File: config.mk
export PLATFORM = sky130hd
export DESIGN_NAME = send_board_uart
export DESIGN_NICKNAME = d
export VERILOG_FILES = /design/src/rtl/send_board_uart.sv
export SDC_FILE = /design/constraint.sdc
export NUM_CORES = 1
export LEC_CHECK = 0
export ABC_CLOCK_PERIOD_IN_PS = 5100
export BUFFER_PORTS_ARGS = -buffer_cell sky130_fd_sc_hd__buf_2
export CAP_MARGIN = 10
export CORE_MARGIN = 4
export CORE_UTILIZATION = 30
export DETAILED_ROUTE_END_ITERATION = 6
export MAX_ROUTING_LAYER = met4
export PLACE_DENSITY = 0.5
export SKIP_CTS_REPAIR_TIMING = 1
export SLEW_MARGIN = 20
export SYNTH_ARGS = -nofsm -noshare
export SYNTH_HDL_FRONTEND = slang
export SYNTH_SLANG_ARGS = --single-unit
File: constraint.sdc
create_clock -name clk -period 5.1 [get_ports clk]
set_input_delay 0.51 -clock clk [delete_from_list [all_inputs] [get_ports clk]]
set_output_delay 0.51 -clock clk [all_outputs]
set_load 0.02 [all_outputs]
File: src/rtl/send_board_uart.sv
// send_board_uart: prints the latched tic-tac-toe board as ASCII rows, each ending in CR LF, over a byte UART
module send_board_uart #(
  parameter int ROWS = 3,
  parameter int COLS = 3,
  parameter logic [7:0] CHAR_A = 8'h6F,
  parameter logic [7:0] CHAR_B = 8'h78,
  parameter logic [7:0] CHAR_EMPTY = 8'h2E,
  parameter logic [7:0] CHAR_BAD = 8'h23
) (
  input  logic                 clk,
  input  logic                 reset,
  input  logic                 req,
  input  logic [ROWS*COLS-1:0] board_a,
  input  logic [ROWS*COLS-1:0] board_b,
  output logic                 ready,
  output logic                 done,
  output logic                 uart_wr,
  output logic [7:0]           uart_d,
  input  logic                 uart_ready
);
  localparam int N = ROWS * COLS;
  localparam int RW = $clog2(ROWS) + 1;
  localparam int CW = $clog2(COLS) + 1;
  localparam int IW = N > 1 ? $clog2(N) : 1;
  typedef enum logic [1:0] {IDLE, SEND, GAP, FINISH} state_t;
  typedef enum logic [1:0] {CELL, CR, LF} phase_t;
  state_t state, state_n;
  phase_t phase;
  logic busy;
  logic [RW-1:0] row;
  logic [CW-1:0] col;
  logic [N-1:0] a_q, b_q;
  logic [IW-1:0] idx;
  logic [7:0] cur;
  logic issue;
  assign ready = !req && !busy;
  assign issue = state == SEND && uart_ready;
  assign idx = IW'(row) * IW'(COLS) + IW'(col);
  assign cur = phase == CR ? 8'h0D :
               phase == LF ? 8'h0A :
               a_q[idx] ? (b_q[idx] ? CHAR_BAD : CHAR_A) :
                          (b_q[idx] ? CHAR_B : CHAR_EMPTY);
  always_ff @(posedge clk)
    if (reset) state <= IDLE;
    else state <= state_n;
  // row only reaches ROWS once the final LF has been issued
  always_comb begin
    state_n = state;
    unique case (state)
      IDLE:    state_n = req ? SEND : IDLE;
      SEND:    state_n = uart_ready ? GAP : SEND;
      GAP:     state_n = row == RW'(ROWS) ? FINISH : SEND;
      default: state_n = IDLE;
    endcase
  end
  always_ff @(posedge clk)
    if (reset) begin
      busy <= 1'b1;
      done <= 1'b0;
      uart_wr <= 1'b0;
      uart_d <= 8'h00;
      row <= '0;
      col <= '0;
      phase <= CELL;
      a_q <= '0;
      b_q <= '0;
    end else begin
      uart_wr <= issue;
      done <= state == FINISH;
      if (state == IDLE) begin
        busy <= req;
        if (req) begin
          a_q <= board_a;
          b_q <= board_b;
          row <= '0;
          col <= '0;
          phase <= CELL;
        end
      end
      if (issue) begin
        uart_d <= cur;
        if (phase == CELL) begin
          if (col == CW'(COLS - 1)) phase <= CR;
          else col <= col + CW'(1);
        end else if (phase == CR) phase <= LF;
        else begin
          phase <= CELL;
          col <= '0;
          row <= row + RW'(1);
        end
      end
    end
endmodule

Word-level counts from Yosys, hierarchy flattened
Cells that the tools add are included.
- flip-flop bits (word level): 39
- input port bits: 22
- logic and storage cells: 59
- output and inout port bits: 11
- reductions and logical operators: 7
- $mul: 1
- $lt $le $gt $ge: 1
- multiplexer cells: 30
- eq/ne operators: 7
- $add $sub $neg: 3
- operators by type and width (operator ; count):
    $mux 7 ; 5
    $mux 3 ; 11
    $mux 2 ; 8
    $bmux 1 s4 ; 2
    $add 3x1->3 const B ; 2
    $eq 2x2->1 const B ; 3
    $eq 3x2->1 const B ; 2
    $pmux 2 s3 ; 1
    $lt 4x5->1 const B ; 1
    $add 4x3->4 ; 1
    $eq 2x1->1 const B ; 2
    $logic_not 2->1 ; 2
    $mul 3x2->4 const B ; 1
    $mux 1 ; 3
    $logic_and 1x1->1 ; 2
    $logic_not 1->1 ; 2
    $reduce_and 2->1 ; 1

Logic depth before layout (Yosys ltp)
Gate-level depths: netlist of run 1.
- depth in word-level cells: 8
- mapped depth: 12
- gate-level depth less buffers: 12

Least setup slack after synthesis of run 1
No wires, ideal clock.
- path type: register to register
- from: register row[0]
- to: register uart_d[1]
- data required time: 4.972 ns
- setup time: 0.128 ns
- path slack: 2.021 ns
- arrival time: 2.952 ns
- path buffers: 0
- period minus slack after synthesis: 3.079 ns
- cell stages (with the launch flop): 13
- cells stage by stage: dfxtp_1 fa_1 ha_1 inv_1 fa_1 mux4_1 mux2i_1 mux2_4 ha_1 nor2b_1 nor3_1 a21oi_1 nor2_1
- longest elaborated chain between the ends: 8
- elaborated cells between the ends (all ways): 10
- classes of those cells: 1 x add/sub; 1 x mul; 8 x mux
- ends and longest elaborated chain (what ; line ; text):
    from (decl) ; 30 ; logic [RW-1:0] row;
    from (signal assigned) ; 89 ; row <= row + RW'(1);
    $mul 3x2->4 (*) ; 38 ; assign idx = IW'(row) * IW'(COLS) + IW'(col);
    $add 4x3->4 (*) ; 38 ;
    $bmux 1 s4 ; 42 ; (b_q[idx] ? CHAR_B : CHAR_EMPTY);
    $mux 1 (not written as such) ; 42 ;
    $mux 7 ; 42 ;
    $mux 7 (*) ; 41 ; a_q[idx] ? (b_q[idx] ? CHAR_BAD : CHAR_A) :
    $mux 7 (*) ; 40 ; phase == LF ? 8'h0A :
    $mux 7 (*) ; 39 ; assign cur = phase == CR ? 8'h0D :
    to (signal assigned) ; 81 ; uart_d <= cur;
    to (decl) ; 18 ; output logic [7:0] uart_d,
Every way passes the cells marked *; elsewhere a longest branch is shown, timed or not. The select of a mux whose other input is x is not followed.
A chain may end at the register's enable or synchronous reset.

Worst setup path in the final report of run 1
Same ends and word-level chain as after synthesis.

==> metrics.txt, run 1 <==
status completed; cell row count 28; Synth Area per Inst between 8 and 9 µm²; Die ar. about 7600 µm²; Pwr Density around 320 nW/µm²; total grt overflow 0; Gate Count Post-Synth 211; Most used DFF post-synth dfxtp_1; Fillers about 660; Core ar. about 6000 µm²; Netlist Area Pre-Place roughly 1900 µm²; RSZ-0062 raised after global routing no; Die Y 87.2 µm; H-Tree Depth 2; CTS clk-pin slew, worst paths roughly 0.080 ns; CTS Buf Count 5; cell area after layout about 2200 µm²; CP Max Fanout 6; first-pass GRT wire length around 6900 µm; Sink Count 38; Startpoint Class flop; Simple-Gate Fraction of Synth Area roughly 20%; vias in the first global route around 1500; slowest stage delay, CP around 0.63 ns; final setup TNS 0 ns; number of DRC markers in iteration 0 between 50 and 60; synth unique cells 39; mux share of post-synthesis cell area a little under a tenth; #FFs+latches synth 38; Starting Density between 30% and 40%; commonest cells after routing, fill and taps aside 44 x nand2_1, 38 x dfxtp_1, 31 x buf_2; relative slew slack a little over two fifths; largest net degree at the start of global routing 39; CTS tree built; Async SR Flop Fraction 0%; Synth Area in Adders about a tenth; Root Driver clkbuf_8; fmax around 0.30 GHz; placed wire-length estimate approximately 2800 µm; Max Cap Viol 0; Antenna Cells 0; layout cells sized above 1 20.1%; XOR/XNOR Fraction of Synth Area between 1 and 1.5%; dpl cell area between 2000 and 2500 µm²; Hold Path Class in -> reg; via density per instance between 4 and 5; gp weighted congestion a little over 0.7; DR pass1 iterations 4; synthesis warning total 0; Tcrit/Tclk final between 60% and 70%; # IOs 33; Area growth syn-to-layout 18.8%; Via Count about 1500; Die X between 80 and 90 µm; port bufs 31; critical path type reg -> reg; Slew Limit Fails 0; clk_lat worst skew 0.29 ns; Clock Path Buffers 2; final hold violations 0; Compound-Gate Fraction of Synth Area 14.0%; commonest non-fill, non-tap cell in the layout nand2_1; Crit path arrival time about 3.5 ns; peak supply drop roughly 150 µV; worst-path cell chain fa_1 > ha_1 > inv_1 > fa_1 > mux4_1 > mux2i_1 > mux2_4 > ha_1 > nor2b_1 > nor3_1 > a21oi_1 > nor2_1; All-Layer GR Usage a little under an eighth; Tmin final around 3.3 ns; WL/cell around 13 µm; Setup-failing EPs final 0; Leak a little over 0.9 nW; worst slew pin tran about 0.87 ns; Critical-path top delay cell fa_1; initial antenna violation count 0; Post-DRT Antenna Nets 0; register area share after synthesis 40.5%; nets@finish between 200 and 300; number of flops mapped to enable cells by yosys 0; syn nets between 200 and 250; final wirelength just under 4000 µm; main combinational cell family by area after synthesis simple AND/OR/NAND/NOR gates; Critical Path Sink Type flop; critical path required time 5.25 ns; DRC 0; Fin Clk Skew 0.00535 ns
[power by group]
part | leakage, nW | switching [W] | internal (W)
logic | 0.544 | 0.0000427 | 0.0000291
registers | 0.310 | 0.00000882 | 0.000311
clock network | 0.0714 | 0.000110 | 0.000209
[metal layers]
layer / GRT usage [%] / vias to the layer above / part of all wire [%]
met5: - / - / 0
met4: 4.18 / 0 / 1.3
met3: 2.93 / 6 / 5.2
met2: 17.1 / 30 / 42
met1: 15.7 / 677 / 52
li1: - / 771 / -
[stage by stage]
step           power (W)  setup WS, ns  hold WS, ns  utilization (%)  std cells
2_1_floorplan   0.000376          2.02        0.432                -        211
6_report        0.000711          1.78        0.447             37.3        314
3_3_place_gp    0.000399          1.82        0.441             34.9        306
3_5_place_dp    0.000400          1.78        0.446             34.9        306
5_1_grt         0.000745          1.50        0.434             37.3        314
4_1_cts         0.000722          1.76        0.436             37.3        314
[cell type report]
cell class / instances / area, µm² / share of cell area (%)
timing repair buffer: 32 / 163 / 7.28
tap: 75 / 93.8 / 4.20
sequential: 38 / 761 / 34.0
multi-input combinational: 150 / 1030 / 46.2
clock inverter: 2 / 60.1 / 2.69
inverter: 11 / 41.3 / 1.85
clock buffer: 6 / 82.6 / 3.70
[kinds of logic after synthesis]
group                      after synthesis
AOI/OAI and AO/OA                       41
buffers and inverters                   23
xor gates and xnor gates                 2
adders and majority gates               14
and+or+nand+nor                         82
muxes                                   10
DFF                                     38
other                                    1
[sequential cells by signal, indices dropped and copies added, names as in the netlist]
register	cells
uart_wr	1
phase	2
uart_d	7
busy	1
b_q	9
a_q	9
state	2
done	1
col	3
row	3
[Yosys cell counts, types with 2 or more instances]
cell type / count / area share, %
nor2_1: 15 / 3.0
a21oi_1: 27 / 7.2
fa_1: 3 / 3.2
nand3_1: 4 / 1.1
nor2b_1: 2 / 0.67
mux2i_1: 3 / 1.6
o21ai_0: 4 / 1.1
inv_1: 11 / 2.2
and3_1: 2 / 0.67
a211oi_1: 2 / 0.80
dfxtp_1: 38 / 40
mux2_2: 2 / 1.2
clkbuf_1: 10 / 2.0
nand2_1: 44 / 8.8
nor3_1: 5 / 1.3
nand3b_1: 3 / 1.2
ha_1: 11 / 7.3
mux4_1: 4 / 5.6
[path summary, 6_finish.rpt]
check              from        end  slack (ns)  depth (start not counted)
max              row[0]  uart_d[1]        1.78                         12
min          board_a[4]     a_q[4]        0.45                          3
max reg2reg      row[0]  uart_d[1]        1.78                         12
min reg2reg      b_q[7]     b_q[7]        0.45                          2
[worst max-delay path: cells and delay by family, from the launching register on]
kind | cells | cell delay [ns]
mux | 3 | 0.94
simple gates | 3 | 0.22
flops | 1 | 0.36
compound gates | 1 | 0.13
buf+inv | 1 | 0.04
fa+ha+maj | 4 | 1.47
(Power assumes the default switching activity.)
==> inputs of run 2 (changes only) <==
--- a/config.mk
+++ b/config.mk
@@ -5,7 +5,7 @@
 export SDC_FILE = /design/constraint.sdc
 export NUM_CORES = 1
 export LEC_CHECK = 0
-export ABC_CLOCK_PERIOD_IN_PS = 5100
+export ABC_CLOCK_PERIOD_IN_PS = 3310
 export BUFFER_PORTS_ARGS = -buffer_cell sky130_fd_sc_hd__buf_2
 export CAP_MARGIN = 10
 export CORE_MARGIN = 4
==> constraint.sdc (replaced) <==
create_clock -name clk -period 3.31 [get_ports clk]
set_input_delay 0.331 -clock clk [delete_from_list [all_inputs] [get_ports clk]]
set_output_delay 0.331 -clock clk [all_outputs]
set_load 0.02 [all_outputs]
==> run 2 against run 1 <==
Against the previous run:
- die area unchanged
- routed wire length is 1.6% higher
- maximum frequency up 7.2%
- combinational power increased by 59%
- total power increased by 42%
- count of clock-buffer cells in the layout did not move
- clock power rose by 25%
- sequential power up 54%
==> metrics.txt, run 2 (synthesis results as in run 1) <==
vias in the first global route approximately 1500; RSZ-0062 raised after global routing no; first-pass GRT wire length about 7000 µm; CTS tree built; commonest non-fill, non-tap cell in the layout nand2_1; port bufs 31; setup slack, reg-to-reg between 0.2 and 0.25 ns; relative slew slack a little over two fifths; clk_lat worst skew about 0.29 ns; sequential share of power between 40% and 50%; critical path type reg -> reg; gp weighted congestion a little over 0.7; # IOs 33; Tmin final 3.10 ns; Total Power 0.00101 W; Area growth syn-to-layout 19.0%; nets@finish around 280; total grt overflow 0; Sink Count 38; Via Count 1521; M2 GR Usage about a fifth; worst hold stages 3; Setup-failing EPs final 0; DR pass1 iterations 4; Fin Clk Skew roughly 0.0048 ns; Antenna Cells 0; DRC 0; Post-DRT Antenna Nets 0; Max Cap Viol 0; largest net degree at the start of global routing 39; final wirelength ~4000 µm; R2R Path End uart_d[1]; peak supply drop roughly 160 µV; combinational power share a little under an eighth; via density per instance 4.80; Crit path arrival time 3.25 ns; status completed; Die Y about 87 µm; Die X approximately 87 µm; worst slew pin tran ~0.84 ns; final hold slack roughly 0.28 ns; leading registers by flop count a_q: 9 flops, b_q: 9 flops, uart_d: 7 flops; placed wire-length estimate between 2000 and 3000 µm; CP Max Fanout 5; number of DRC markers in iteration 0 61; CTS clk-pin slew, worst paths 0.07 ns; Worst Hold Launch board_b[7]; Critical Path Sink Type flop; Tcrit/Tclk final approximately 94%; Pwr Density approximately 450 nW/µm²; footprint of the multi-input gates 1040 µm²; Startpoint Class flop; H-Tree Depth 2; dpl cell area 2110 µm²; All-Layer GR Usage approximately an eighth; Slew Limit Fails 0; commonest cells after routing, fill and taps aside 44 x nand2_1, 37 x dfxtp_1, 31 x buf_2; Starting Density between 30% and 40%; Hold Path Class in -> reg; Clock power frac between 30% and 40%; fmax roughly 0.32 GHz; Pint around 0.00077 W; cell area after layout 2240 µm²; Worst R2R Start row[0]; placed cells approximately 300; final hold violations 0; global route hottest layer met2; Core ar. between 5000 and 6000 µm²; Hold Crit Endpoint b_q[7]; layout cells sized above 1 a little under a quarter; Sw Ratio 23.7%; WL/cell 12.6 µm; fin cells 317; switching power total ~0.00024 W; Leak just over 0.9 nW; Fillers 638; initial antenna violation count 0; CTS Buf Count 5; met3 Use GR about 2.8%; Die ar. 7600 µm²; Clock Path Buffers 2; register area approximately 760 µm²; met1 Use GR roughly 15%; worst reg-to-reg path cell count 12; final setup TNS 0 ns; cell row count 28; Root Driver clkbuf_8; critical path required time between 3 and 4 ns
run 2: cell types whose count changed in the layout (fill, tap and decap cells not counted), sizes merged:
| cell | change |
|---|---|
| buf | +4 |
| bufinv | -1 |
run 2: power by group through the flow:
| stage | Combinational (W) | Clock [W] | Sequential (W) |
|---|---|---|---|
| after detailed placement | 0.000114 | 0 | 0.000504 |
| after global routing | 0.000131 | 0.000436 | 0.000496 |
| final | 0.000114 | 0.000400 | 0.000493 |
| after floorplan | 0.0000738 | 0 | 0.000505 |
| after global placement | 0.000113 | 0 | 0.000503 |
| after CTS | 0.000114 | 0.000417 | 0.000493 |
run 2: area by class of cell:
class / count / share of cell area (%)
Multi-Input combinational cell: 150 / 46.3
Clock buffer: 6 / 3.69
Tap cell: 75 / 4.19
Inverter: 11 / 1.84
Clock inverter: 1 / 1.34
Sequential cell: 38 / 34.0
Timing Repair Buffer: 36 / 8.61
run 2: how the worst max path moves through the flow:
stage,start,to,slack [ns],cells after the start
after floorplan,row[0],uart_d[1],0.23,12
after global placement,row[0],uart_d[1],0.16,12
after detailed placement,row[0],uart_d[1],0.09,12
after CTS,row[0],uart_d[1],0.09,12
after global routing,row[0],uart_d[1],0.02,12
final,row[0],uart_d[1],0.21,12
run 2: worst max-delay path, stage by stage (launching register included):
cell	delay, ns
dfxtp_2	0.35
fa_1	0.54
ha_1	0.14
inv_1	0.05
fa_2	0.57
mux4_2	0.51
mux2i_1	0.15
mux2_4	0.18
ha_1	0.15
nor2b_1	0.13
nor3_1	0.05
a21oi_1	0.12
nor2_1	0.05
run 2: metal layers:
metal	vias up	wire length, µm
met3	7	226
met4	0	71
met2	32	1780
li1	782	-
met5	-	0
met1	700	1920
run 2: stage by stage:
stage / utilization, % / worst slack (ns)
2_1_floorplan: - / 0.231
3_3_place_gp: 35.3 / 0.158
3_5_place_dp: 35.3 / 0.0929
4_1_cts: 37.2 / 0.0857
5_1_grt: 37.4 / 0.0159
6_report: 37.4 / 0.212
